`src/rtl/core_pkg.sv`:
```
// Shared core definitions: write-back source selects and architectural register constants.
package core_pkg;

  typedef enum logic [1:0] {
    WB_SEL_ALU = 2'd0,
    WB_SEL_MEM = 2'd1,
    WB_SEL_PC4 = 2'd2,
    WB_SEL_IMM = 2'd3
  } wb_sel_e;

  localparam logic [4:0] REG_ZERO = 5'd0;

endpackage

```
`src/rtl/id_regfile_hazard_regfile_2r1w.sv`:
```
// Two-read one-write register file with x0 hardwired to zero and write-back bypass on reads.
module regfile_2r1w
  import core_pkg::*;
#(
  parameter int unsigned XLEN = 32,
  parameter int unsigned NREG = 32
) (
  input  logic            clk,
  input  logic            resetn,
  input  logic [4:0]      rs1,
  input  logic [4:0]      rs2,
  input  logic [4:0]      wb_rd,
  input  logic            wb_we,
  input  logic [XLEN-1:0] wb_data,
  output logic [XLEN-1:0] rd1,
  output logic [XLEN-1:0] rd2
);

  logic [XLEN-1:0] regs [NREG];

  always_ff @(posedge clk or negedge resetn) begin
    if (!resetn) begin
      for (int unsigned i = 0; i < NREG; i++) regs[i] <= '0;
    end else if (wb_we && wb_rd != REG_ZERO) begin
      regs[wb_rd] <= wb_data;
    end
  end

  // Bypass makes a same-cycle write visible to decode without waiting a cycle.
  always_comb begin
    rd1 = '0;
    if (rs1 != REG_ZERO) rd1 = (wb_we && wb_rd == rs1) ? wb_data : regs[rs1];
  end

  always_comb begin
    rd2 = '0;
    if (rs2 != REG_ZERO) rd2 = (wb_we && wb_rd == rs2) ? wb_data : regs[rs2];
  end

endmodule

```
`src/rtl/id_regfile_hazard.sv`:
```
// Decode-stage register file plus load-use / redirect hazard control and saturating perf counters.
module id_regfile_hazard
  import core_pkg::*;
#(
  parameter int unsigned XLEN  = 32,
  parameter int unsigned NREG  = 32,
  parameter int unsigned CNT_W = 32
) (
  input  logic             clk,
  input  logic             resetn,
  input  logic [4:0]       i_id_rs1,
  input  logic [4:0]       i_id_rs2,
  input  logic             i_id_use_rs1,
  input  logic             i_id_use_rs2,
  input  logic [4:0]       i_ex_rd,
  input  logic             i_ex_reg_write,
  input  logic [1:0]       i_ex_sel_wb,
  input  logic             i_ex_redirect,
  input  logic [4:0]       i_wb_rd,
  input  logic             i_wb_reg_write,
  input  logic [XLEN-1:0]  i_wb_data,
  output logic [XLEN-1:0]  o_id_rd1,
  output logic [XLEN-1:0]  o_id_rd2,
  output logic             o_stall_pc,
  output logic             o_stall_ifid,
  output logic             o_flush_ifid,
  output logic             o_bubble_idex,
  output logic [CNT_W-1:0] o_stall_cnt,
  output logic [CNT_W-1:0] o_flush_cnt
);

  logic [XLEN-1:0] rf_rd1;
  logic [XLEN-1:0] rf_rd2;
  logic            load_use;
  logic            stall_ev;
  logic            flush_ev;

  regfile_2r1w #(
    .XLEN (XLEN),
    .NREG (NREG)
  ) u_regfile (
    .clk     (clk),
    .resetn  (resetn),
    .rs1     (i_id_rs1),
    .rs2     (i_id_rs2),
    .wb_rd   (i_wb_rd),
    .wb_we   (i_wb_reg_write),
    .wb_data (i_wb_data),
    .rd1     (rf_rd1),
    .rd2     (rf_rd2)
  );

  // Reads are gated by reset so a live bypass cannot leak data while held in reset.
  assign o_id_rd1 = resetn ? rf_rd1 : '0;
  assign o_id_rd2 = resetn ? rf_rd2 : '0;

  always_comb begin
    load_use = i_ex_reg_write && (wb_sel_e'(i_ex_sel_wb) == WB_SEL_MEM) && (i_ex_rd != REG_ZERO)
            && ((i_id_use_rs1 && i_ex_rd == i_id_rs1) || (i_id_use_rs2 && i_ex_rd == i_id_rs2));
  end

  // Redirect squashes the decode instruction, so any load-use against it is moot.
  assign flush_ev = i_ex_redirect;
  assign stall_ev = load_use && !i_ex_redirect;

  always_comb begin
    o_stall_pc    = 1'b0;
    o_stall_ifid  = 1'b0;
    o_flush_ifid  = 1'b0;
    o_bubble_idex = 1'b0;
    if (resetn) begin
      o_stall_pc    = stall_ev;
      o_stall_ifid  = stall_ev;
      o_flush_ifid  = flush_ev;
      o_bubble_idex = stall_ev || flush_ev;
    end
  end

  always_ff @(posedge clk or negedge resetn) begin
    if (!resetn) begin
      o_stall_cnt <= '0;
      o_flush_cnt <= '0;
    end else begin
      if (stall_ev && o_stall_cnt != '1) o_stall_cnt <= o_stall_cnt + CNT_W'(1);
      if (flush_ev && o_flush_cnt != '1) o_flush_cnt <= o_flush_cnt + CNT_W'(1);
    end
  end

endmodule
```
`config.mk`:
```
export PLATFORM = sky130hd
export DESIGN_NAME = id_regfile_hazard
export DESIGN_NICKNAME = d
export VERILOG_FILES = /design/src/rtl/core_pkg.sv /design/src/rtl/id_regfile_hazard_regfile_2r1w.sv /design/src/rtl/id_regfile_hazard.sv
export SDC_FILE = /design/constraint.sdc
export NUM_CORES = 2
export LEC_CHECK = 0
export BUFFER_PORTS_ARGS = -buffer_cell sky130_fd_sc_hd__buf_2
export CAP_MARGIN = 20
export CORE_MARGIN = 4
export CORE_UTILIZATION = 39
export CTS_BUF_LIST = sky130_fd_sc_hd__clkbuf_4
export DETAILED_ROUTE_END_ITERATION = 6
export GPL_TIMING_DRIVEN = 0
export HOLD_SLACK_MARGIN = 0.02
export SLEW_MARGIN = 20
export SYNTH_ARGS = -nofsm -noshare
export SYNTH_HDL_FRONTEND = slang
export SYNTH_HIERARCHICAL = 1
export SYNTH_SLANG_ARGS = --single-unit
```
`constraint.sdc`:
```
create_clock -name clk -period 3.6 [get_ports clk]
set_input_delay 0.36 -clock clk [delete_from_list [all_inputs] [get_ports clk]]
set_output_delay 0.36 -clock clk [all_outputs]
set_load 0.02 [all_outputs]
```
* After elaboration in Yosys (flattened, before gate mapping) *
Cells that the tools add are included.
W data, S select, Z words.

word-level totals
  register bits after elaboration = 1,088
  input port bits = 61
  output and inout bits = 132
  logic and storage cells = 87

cells by class
  $add $sub $neg = 2
  order comparisons = 4
  equal/unequal tests = 7
  mux-type cells = 18
  bitwise gates (word level) = 3
  reduce and logical (&&, ||, !) cells = 19

operators with widths
  operator                 number
  $bwmux W1024             1
  $mux W32                 11
  $bmux W32 S5             2
  $demux W32 S5            1
  $add A32 B1 Y32 const B  2
  $ne A32 B32 Y1 const B   2
  $eq A5 B5 Y1             4
  $reduce_bool A5 Y1       4
  $ge A6 B6 Y1 const B     3
  $not A5 Y6               3
  $logic_and A1 B1 Y1      12
  $lt A6 B1 Y1 const B     1
  $mux W1                  3
  $eq A2 B1 Y1 const B     1
  $logic_or A1 B1 Y1       2
  $logic_not A1 Y1         1

* Depth between registers and ports, before layout *
  word-level depth = 7
  mapped depth = 11
  depth with buffers taken out = 7

* Hierarchy *
Netlist, hierarchy kept.

by module, submodules not included
  module             times used  cells an instance  area an instance (um^2)  seq. area each (um^2)
  regfile_2r1w       1           3,792              54,832.6                 25,624.6
  id_regfile_hazard  1           381                3,626.0                  1,601.5

* Worst setup path before layout *
OpenSTA, ideal clock, no wires.

  kind = input port to output port
  from = input port i_id_rs1[0]
  to = output port o_id_rd1[11]
  arrival = 2.311 ns
  required time = 3.240 ns
  setup slack = 0.929 ns
  stages on the path = 10
  path buffers = 4
  path through = buf_4 buf_2 buf_2 buf_2 mux2i_1 o22ai_1 a2111oi_0 a21oi_1 a22o_1 and2_1

between the ends
  longest elaborated chain between the ends = 7
  elaborated cells on any way between the ends = 10
  those cells by class = 1 x eq/ne; 6 x mux; 1 x bitwise; 2 x reduce/logical

ends and longest elaborated chain
  what                                          line                                  text
  start: declaration                            id_regfile_hazard.sv:11               input logic [4:0] i_id_rs1,
  $not A5 Y6 (implied by the code)              id_regfile_hazard_regfile_2r1w.sv:32  if (rs1 != REG_ZERO) rd1 = (wb_we && wb_rd == rs1) ? wb_data : regs[rs1];
  $bmux W32 S5                                  id_regfile_hazard_regfile_2r1w.sv:32
  $mux W32 (implied by the code) (2 in series)  id_regfile_hazard_regfile_2r1w.sv:32
  $mux W32                                      id_regfile_hazard_regfile_2r1w.sv:32
  $mux W32 *                                    id_regfile_hazard_regfile_2r1w.sv:32
  via rf_rd1[11]                                id_regfile_hazard.sv:32               logic [XLEN-1:0] rf_rd1;
  $mux W32 *                                    id_regfile_hazard.sv:54               assign o_id_rd1 = resetn ? rf_rd1 : '0;
  end: declaration                              id_regfile_hazard.sv:22               output logic [XLEN-1:0] o_id_rd1,

The timed path passes the listed nets; every way through them passes the cells marked *. The select of a mux whose other input is x is not followed.

* Worst setup path after layout *
  from = register u_regfile/regs[572] in the netlist's numbering
  to = output port o_id_rd2[28]

between the ends
  longest elaborated chain between the ends = 6

ends and longest elaborated chain
  what                                          line                                  text
  start: declaration                            id_regfile_hazard_regfile_2r1w.sv:19  logic [XLEN-1:0] regs [NREG];
  start signal: indexed assignment              id_regfile_hazard_regfile_2r1w.sv:25  regs[wb_rd] <= wb_data;
  $bmux W32 S5                                  id_regfile_hazard_regfile_2r1w.sv:37  if (rs2 != REG_ZERO) rd2 = (wb_we && wb_rd == rs2) ? wb_data : regs[rs2];
  $mux W32 (implied by the code) (2 in series)  id_regfile_hazard_regfile_2r1w.sv:37
  $mux W32 (2 in series)                        id_regfile_hazard_regfile_2r1w.sv:37
  via rf_rd2[28]                                id_regfile_hazard.sv:33               logic [XLEN-1:0] rf_rd2;
  $mux W32                                      id_regfile_hazard.sv:55               assign o_id_rd2 = resetn ? rf_rd2 : '0;
  end: declaration                              id_regfile_hazard.sv:23               output logic [XLEN-1:0] o_id_rd2,

The timed path passes the listed nets, and every way through them passes these cells. The select of a mux whose other input is x is not followed.

==> reports/summary.txt <==
FLOORPLAN
----------------------------------------------------------------------------------------------------
Width of the die                                                                            395.2 um
Core area                                                                               148400 sq um
Number of standard-cell rows in the floorplan                                                    141
IO Count                                                                                         193
Initial Utilization                                                                           0.3940
Die Footprint                                                                           156200 sq um
Height of the chip                                                                          395.2 um

TIMING
----------------------------------------------------------------------------------------------------
Final Critical Period                                                                        3956 ps
Count of final max-slew check failures                                                             0
Number of endpoints failing setup at the final stage                                              57
Smallest hold slack                                                                         146.1 ps
Final critical-path setup slack                                                            -356.2 ps
Final Hold Vio Count                                                                               0
F_max                                                                                      252.8 MHz
Layout Skew                                                                                 30.38 ps
Worst Max-Slew Pin Slew                                                                      1299 ps
Remaining max-slew budget at the tightest pin                                                 0.1338
Unrepaired setup endpoints after global routing                                                 true
Portion of the clock cycle consumed by the worst path in the final layout                      1.099

LOGIC SYNTHESIS
----------------------------------------------------------------------------------------------------
Register bit total from synthesis                                                               1088
Cell type contributing the most total cell area after synthesis                         sky130_fd_sc_hd__dfrtp_1
Area fraction of the dominant cell type after synthesis                                       0.4657
Net Count, Synth                                                                                4236
Sequential element share of the synthesized area                                              0.4657
Share of synthesized registers carrying an async set or reset                                  1.000
Mapped Avg Cell Area                                                                     14.01 sq um
Synth cell types                                                                                  64
Cells after synthesis                                                                           4173
Largest cells by area after synthesis                                                   sky130_fd_sc_hd__dfrtp_1, sky130_fd_sc_hd__mux2_2, sky130_fd_sc_hd__mux4_2, sky130_fd_sc_hd__mux2i_1, sky130_fd_sc_hd__clkbuf_1
Count of synthesis-stage warnings from yosys                                                       6
Number of synthesized flops with an enable pin                                                     0
Synth Flop Type                                                                         sky130_fd_sc_hd__dfrtp_1
Netlist area before placement                                                            58460 sq um

WORST SETUP PATH
----------------------------------------------------------------------------------------------------
Worst R2R Path Depth                                                                               9
Destination of the worst register-to-register timing path                               o_stall_cnt[26]$_DFFE_PN0P_
Setup crit end kind                                                                       output pin
Start of the worst register-to-register path                                            o_stall_cnt[0]$_DFFE_PN0P_
Critical path data arrival time                                                              3600 ps
Register-to-register path setup slack                                                         760 ps
Highest net fanout along the worst path                                                            3
Start point of the critical path                                                        u_regfile/regs[572]$_DFFE_PN0P_
Last element of the critical path                                                       o_id_rd2[28]
Setup Crit Path Kind                                                                    register to output pin
CP Data Required Time                                                                        3240 ps
CP startpoint kind                                                                          register

PWR
----------------------------------------------------------------------------------------------------
VDD IR max                                                                                  284.2 uV
Pwr Total                                                                                   37.47 mW
Total power per unit cell area                                                          528.2 nW/um^2
Leakage dissipation                                                                         31.15 nW

GRT
----------------------------------------------------------------------------------------------------
Number of global-route vias before repair                                                      45610
Number of antenna violations at the first check in global routing                                 21
Maximum number of pins on one net before global-route repair                                     136
Wire length of the first global-routing pass                                                351.8 mm
Total GRT Usage                                                                               0.3222
Sum of overflow across all layers after global routing                                             0

FINISH
----------------------------------------------------------------------------------------------------
Number of nets in the finished design                                                           4942
Post-synthesis to final-layout area growth                                                    21.34%
Filler cell count                                                                              13350
Core utilization of the finished layout                                                       0.4781
FF/Latch Area                                                                            27230 sq um
Area used by multi-input combinational logic                                             30850 sq um
Share of cells above drive strength 1                                                         0.5325

CLOCK TREE
----------------------------------------------------------------------------------------------------
Clock Latency Late Sink                                                                      1270 ps
Clock tree from TritonCTS                                                                        yes
TritonCTS sink count                                                                            1088
Clock-pin slew reported for the worst setup and hold paths after clock tree synthesis          70 ps
Number of clock buffers inserted by TritonCTS                                                    323
Number of levels the H-tree was split into                                                         5
Clock root cell                                                                         sky130_fd_sc_hd__clkbuf_4
Number of buffers on the longest clock path                                                        4

HOLD PATH
----------------------------------------------------------------------------------------------------
Path category of the worst min-delay check                                              input pin to register
Launch instance of the worst min-delay path                                               i_wb_rd[2]

FLOW RUN
----------------------------------------------------------------------------------------------------
Number of maximum-capacitance constraint violations                                                0

ROUTE
----------------------------------------------------------------------------------------------------
DRT antenna net count                                                                              0
Iteration count of the initial detailed-routing pass                                               5
Average detailed-routed wire length per instance                                            36.08 um
Routed wire length                                                                          257.2 mm
Avg Vias per Cell                                                                              6.368
Via count                                                                                      45400
Number of remaining DRC errors                                                                     0
Number of DRC markers after the initial detailed-route iteration                                5722

OUTCOME
----------------------------------------------------------------------------------------------------
Run status                                                                              complete, but fails checks
Violations in the final reports                                                         setup timing

PLACE
----------------------------------------------------------------------------------------------------
Dpl ws                                                                                      -1504 ps
Total half-perimeter wirelength after legalization and detailed placement                   180.4 mm
Number of I/O port buffers                                                                       186
Gp weighted congestion                                                                         1.040

-- how the worst min path moves through the flow --
stage | slack, ps | to | cells after the start
after floorplan | 60 | o_flush_cnt[0]$_DFFE_PN0P_ | 0
after global placement | 450 | u_regfile/regs[1023]$_DFFE_PN0P_ | 1
after detailed placement | 280 | u_regfile/regs[344]$_DFFE_PN0P_ | 1
after CTS | 30 | u_regfile/regs[95]$_DFFE_PN0P_ | 5
after global routing | 70 | u_regfile/regs[31]$_DFFE_PN0P_ | 3
final | 150 | u_regfile/regs[32]$_DFFE_PN0P_ | 4
-- cells in the final DEF (no fill, tap or decap), drive strengths merged, types with 8 or more instances in the layout --
| cell | instances |
|---|---|
| xnor2 | 53 |
| nand3 | 22 |
| a22oi | 94 |
| diode | 23 |
| dlygate4sd3 | 82 |
| nand2 | 63 |
| nor3 | 46 |
| nor2b | 12 |
| or3 | 8 |
| inv | 17 |
| dfrtp | 1088 |
| o22ai | 67 |
| nor4 | 16 |
| a2111oi | 33 |
| buf | 493 |
| clkbuf | 737 |
| clkinv | 57 |
| nor2 | 79 |
| o221ai | 39 |
| nand4 | 23 |
| and2 | 72 |
| mux4 | 378 |
| mux2i | 222 |
| o21ai | 24 |
| mux2 | 1076 |
| a211oi | 8 |
| a22o | 71 |
| a211o | 10 |
| and3 | 9 |
| xor2 | 29 |
| a21oi | 94 |
-- where the power goes --
part           switching (mW)  internal [mW]  leakage (nW)  total, mW
logic                    4.52           4.84          14.8       9.36
registers                1.69           14.5          14.0       16.2
clock network            5.71           6.25          2.38       12.0
-- metal layers --
metal	wire (um)	global-route usage	up-vias
met3	32180	0.1261	772
met5	69	0	-
met1	96630	0.4064	23940
li1	-	-	17630
met2	108800	0.4546	3047
met4	19530	0.2202	10
-- stage by stage --
stage | instances | area [sq um] | setup TNS [ps]
after global placement | 6361 | 61890 | -
final | 7129 | 70930 | -8897
after CTS | 7096 | 70290 | -10430
after detailed placement | 6380 | 62480 | -69500
after floorplan | 4173 | 58460 | 0
after global routing | 7112 | 70890 | -10280
-- sequential cells by signal, summed over array words and instances, names as in the netlist --
name,count
u_regfile/regs,1024
o_flush_cnt,32
o_stall_cnt,32
-- logic make-up after synthesis --
logic type,Yosys count,synth area share
compound gates,473,0.05828
simple gates,387,0.03491
xor+xnor,82,0.01229
flops,1088,0.4657
fa+ha+maj,2,0.0004280
buf+inv,465,0.03724
mux,1676,0.3911
-- cells in the mapped netlist, types with 4 or more instances --
master                      count
sky130_fd_sc_hd__xor2_1        29
sky130_fd_sc_hd__nor4_1        16
sky130_fd_sc_hd__nand3b_1       5
sky130_fd_sc_hd__and2_1        71
sky130_fd_sc_hd__nand2_1       62
sky130_fd_sc_hd__o2111ai_1      7
sky130_fd_sc_hd__nand3_1       22
sky130_fd_sc_hd__a22oi_1       94
sky130_fd_sc_hd__buf_4         29
sky130_fd_sc_hd__o21ai_0       24
sky130_fd_sc_hd__nor2b_1       12
sky130_fd_sc_hd__nor2_1        79
sky130_fd_sc_hd__nor3b_1        7
sky130_fd_sc_hd__a211o_1       10
sky130_fd_sc_hd__a221oi_1       4
sky130_fd_sc_hd__a2111oi_0     32
sky130_fd_sc_hd__a31oi_1        7
sky130_fd_sc_hd__inv_1         12
sky130_fd_sc_hd__mux2_1         9
sky130_fd_sc_hd__o211ai_1       4
sky130_fd_sc_hd__or2_2          4
sky130_fd_sc_hd__mux2i_1      222
sky130_fd_sc_hd__clkbuf_1     250
sky130_fd_sc_hd__o221ai_1      39
sky130_fd_sc_hd__a221o_1        4
sky130_fd_sc_hd__a22o_1        71
sky130_fd_sc_hd__dfrtp_1     1088
sky130_fd_sc_hd__a21oi_1       94
sky130_fd_sc_hd__a211oi_1       8
sky130_fd_sc_hd__buf_6         22
sky130_fd_sc_hd__or3_1          8
sky130_fd_sc_hd__xnor2_1       53
sky130_fd_sc_hd__buf_1         69
sky130_fd_sc_hd__and4_1         5
sky130_fd_sc_hd__o22ai_1       67
sky130_fd_sc_hd__nand2b_1       5
sky130_fd_sc_hd__buf_2         77
sky130_fd_sc_hd__mux2_2      1067
sky130_fd_sc_hd__and3_1         9
sky130_fd_sc_hd__nor3_1        46
sky130_fd_sc_hd__mux4_2       374
sky130_fd_sc_hd__nand4_1       23
-- cell type report --
type / instances / share of cell area
tap: 2002 / 0.03531
multi-input combinational: 2620 / 0.4349
antenna: 23 / 0.0008114
buffer: 449 / 0.03551
sequential: 1088 / 0.3838
clock buffer: 485 / 0.05133
clock inverter: 65 / 0.004304
timing repair buffer: 385 / 0.05338
inverter: 12 / 0.0006350
-- worst max-delay path, cell delays in order, from the launching register on --
cell and delay [ps]:
sky130_fd_sc_hd__dfrtp_1 390, sky130_fd_sc_hd__mux4_2 530, sky130_fd_sc_hd__mux4_2 500, sky130_fd_sc_hd__nor2b_4 150, sky130_fd_sc_hd__a221o_1 390, sky130_fd_sc_hd__and2_4 190, sky130_fd_sc_hd__buf_6 120
-- timing repair --
item / 4_1_cts / 5_1_grt
resized for setup: 482 / 134
pin swaps: 99 / 58
hold buffers: 97 / 1
buffers inserted: 67 / 8
hold endpoints to repair: 1835 / 23
gates cloned: 6 / 1
endpoints found under the setup margin: 68 / 63
No activity file was read; power rests on OpenSTA's default activity.
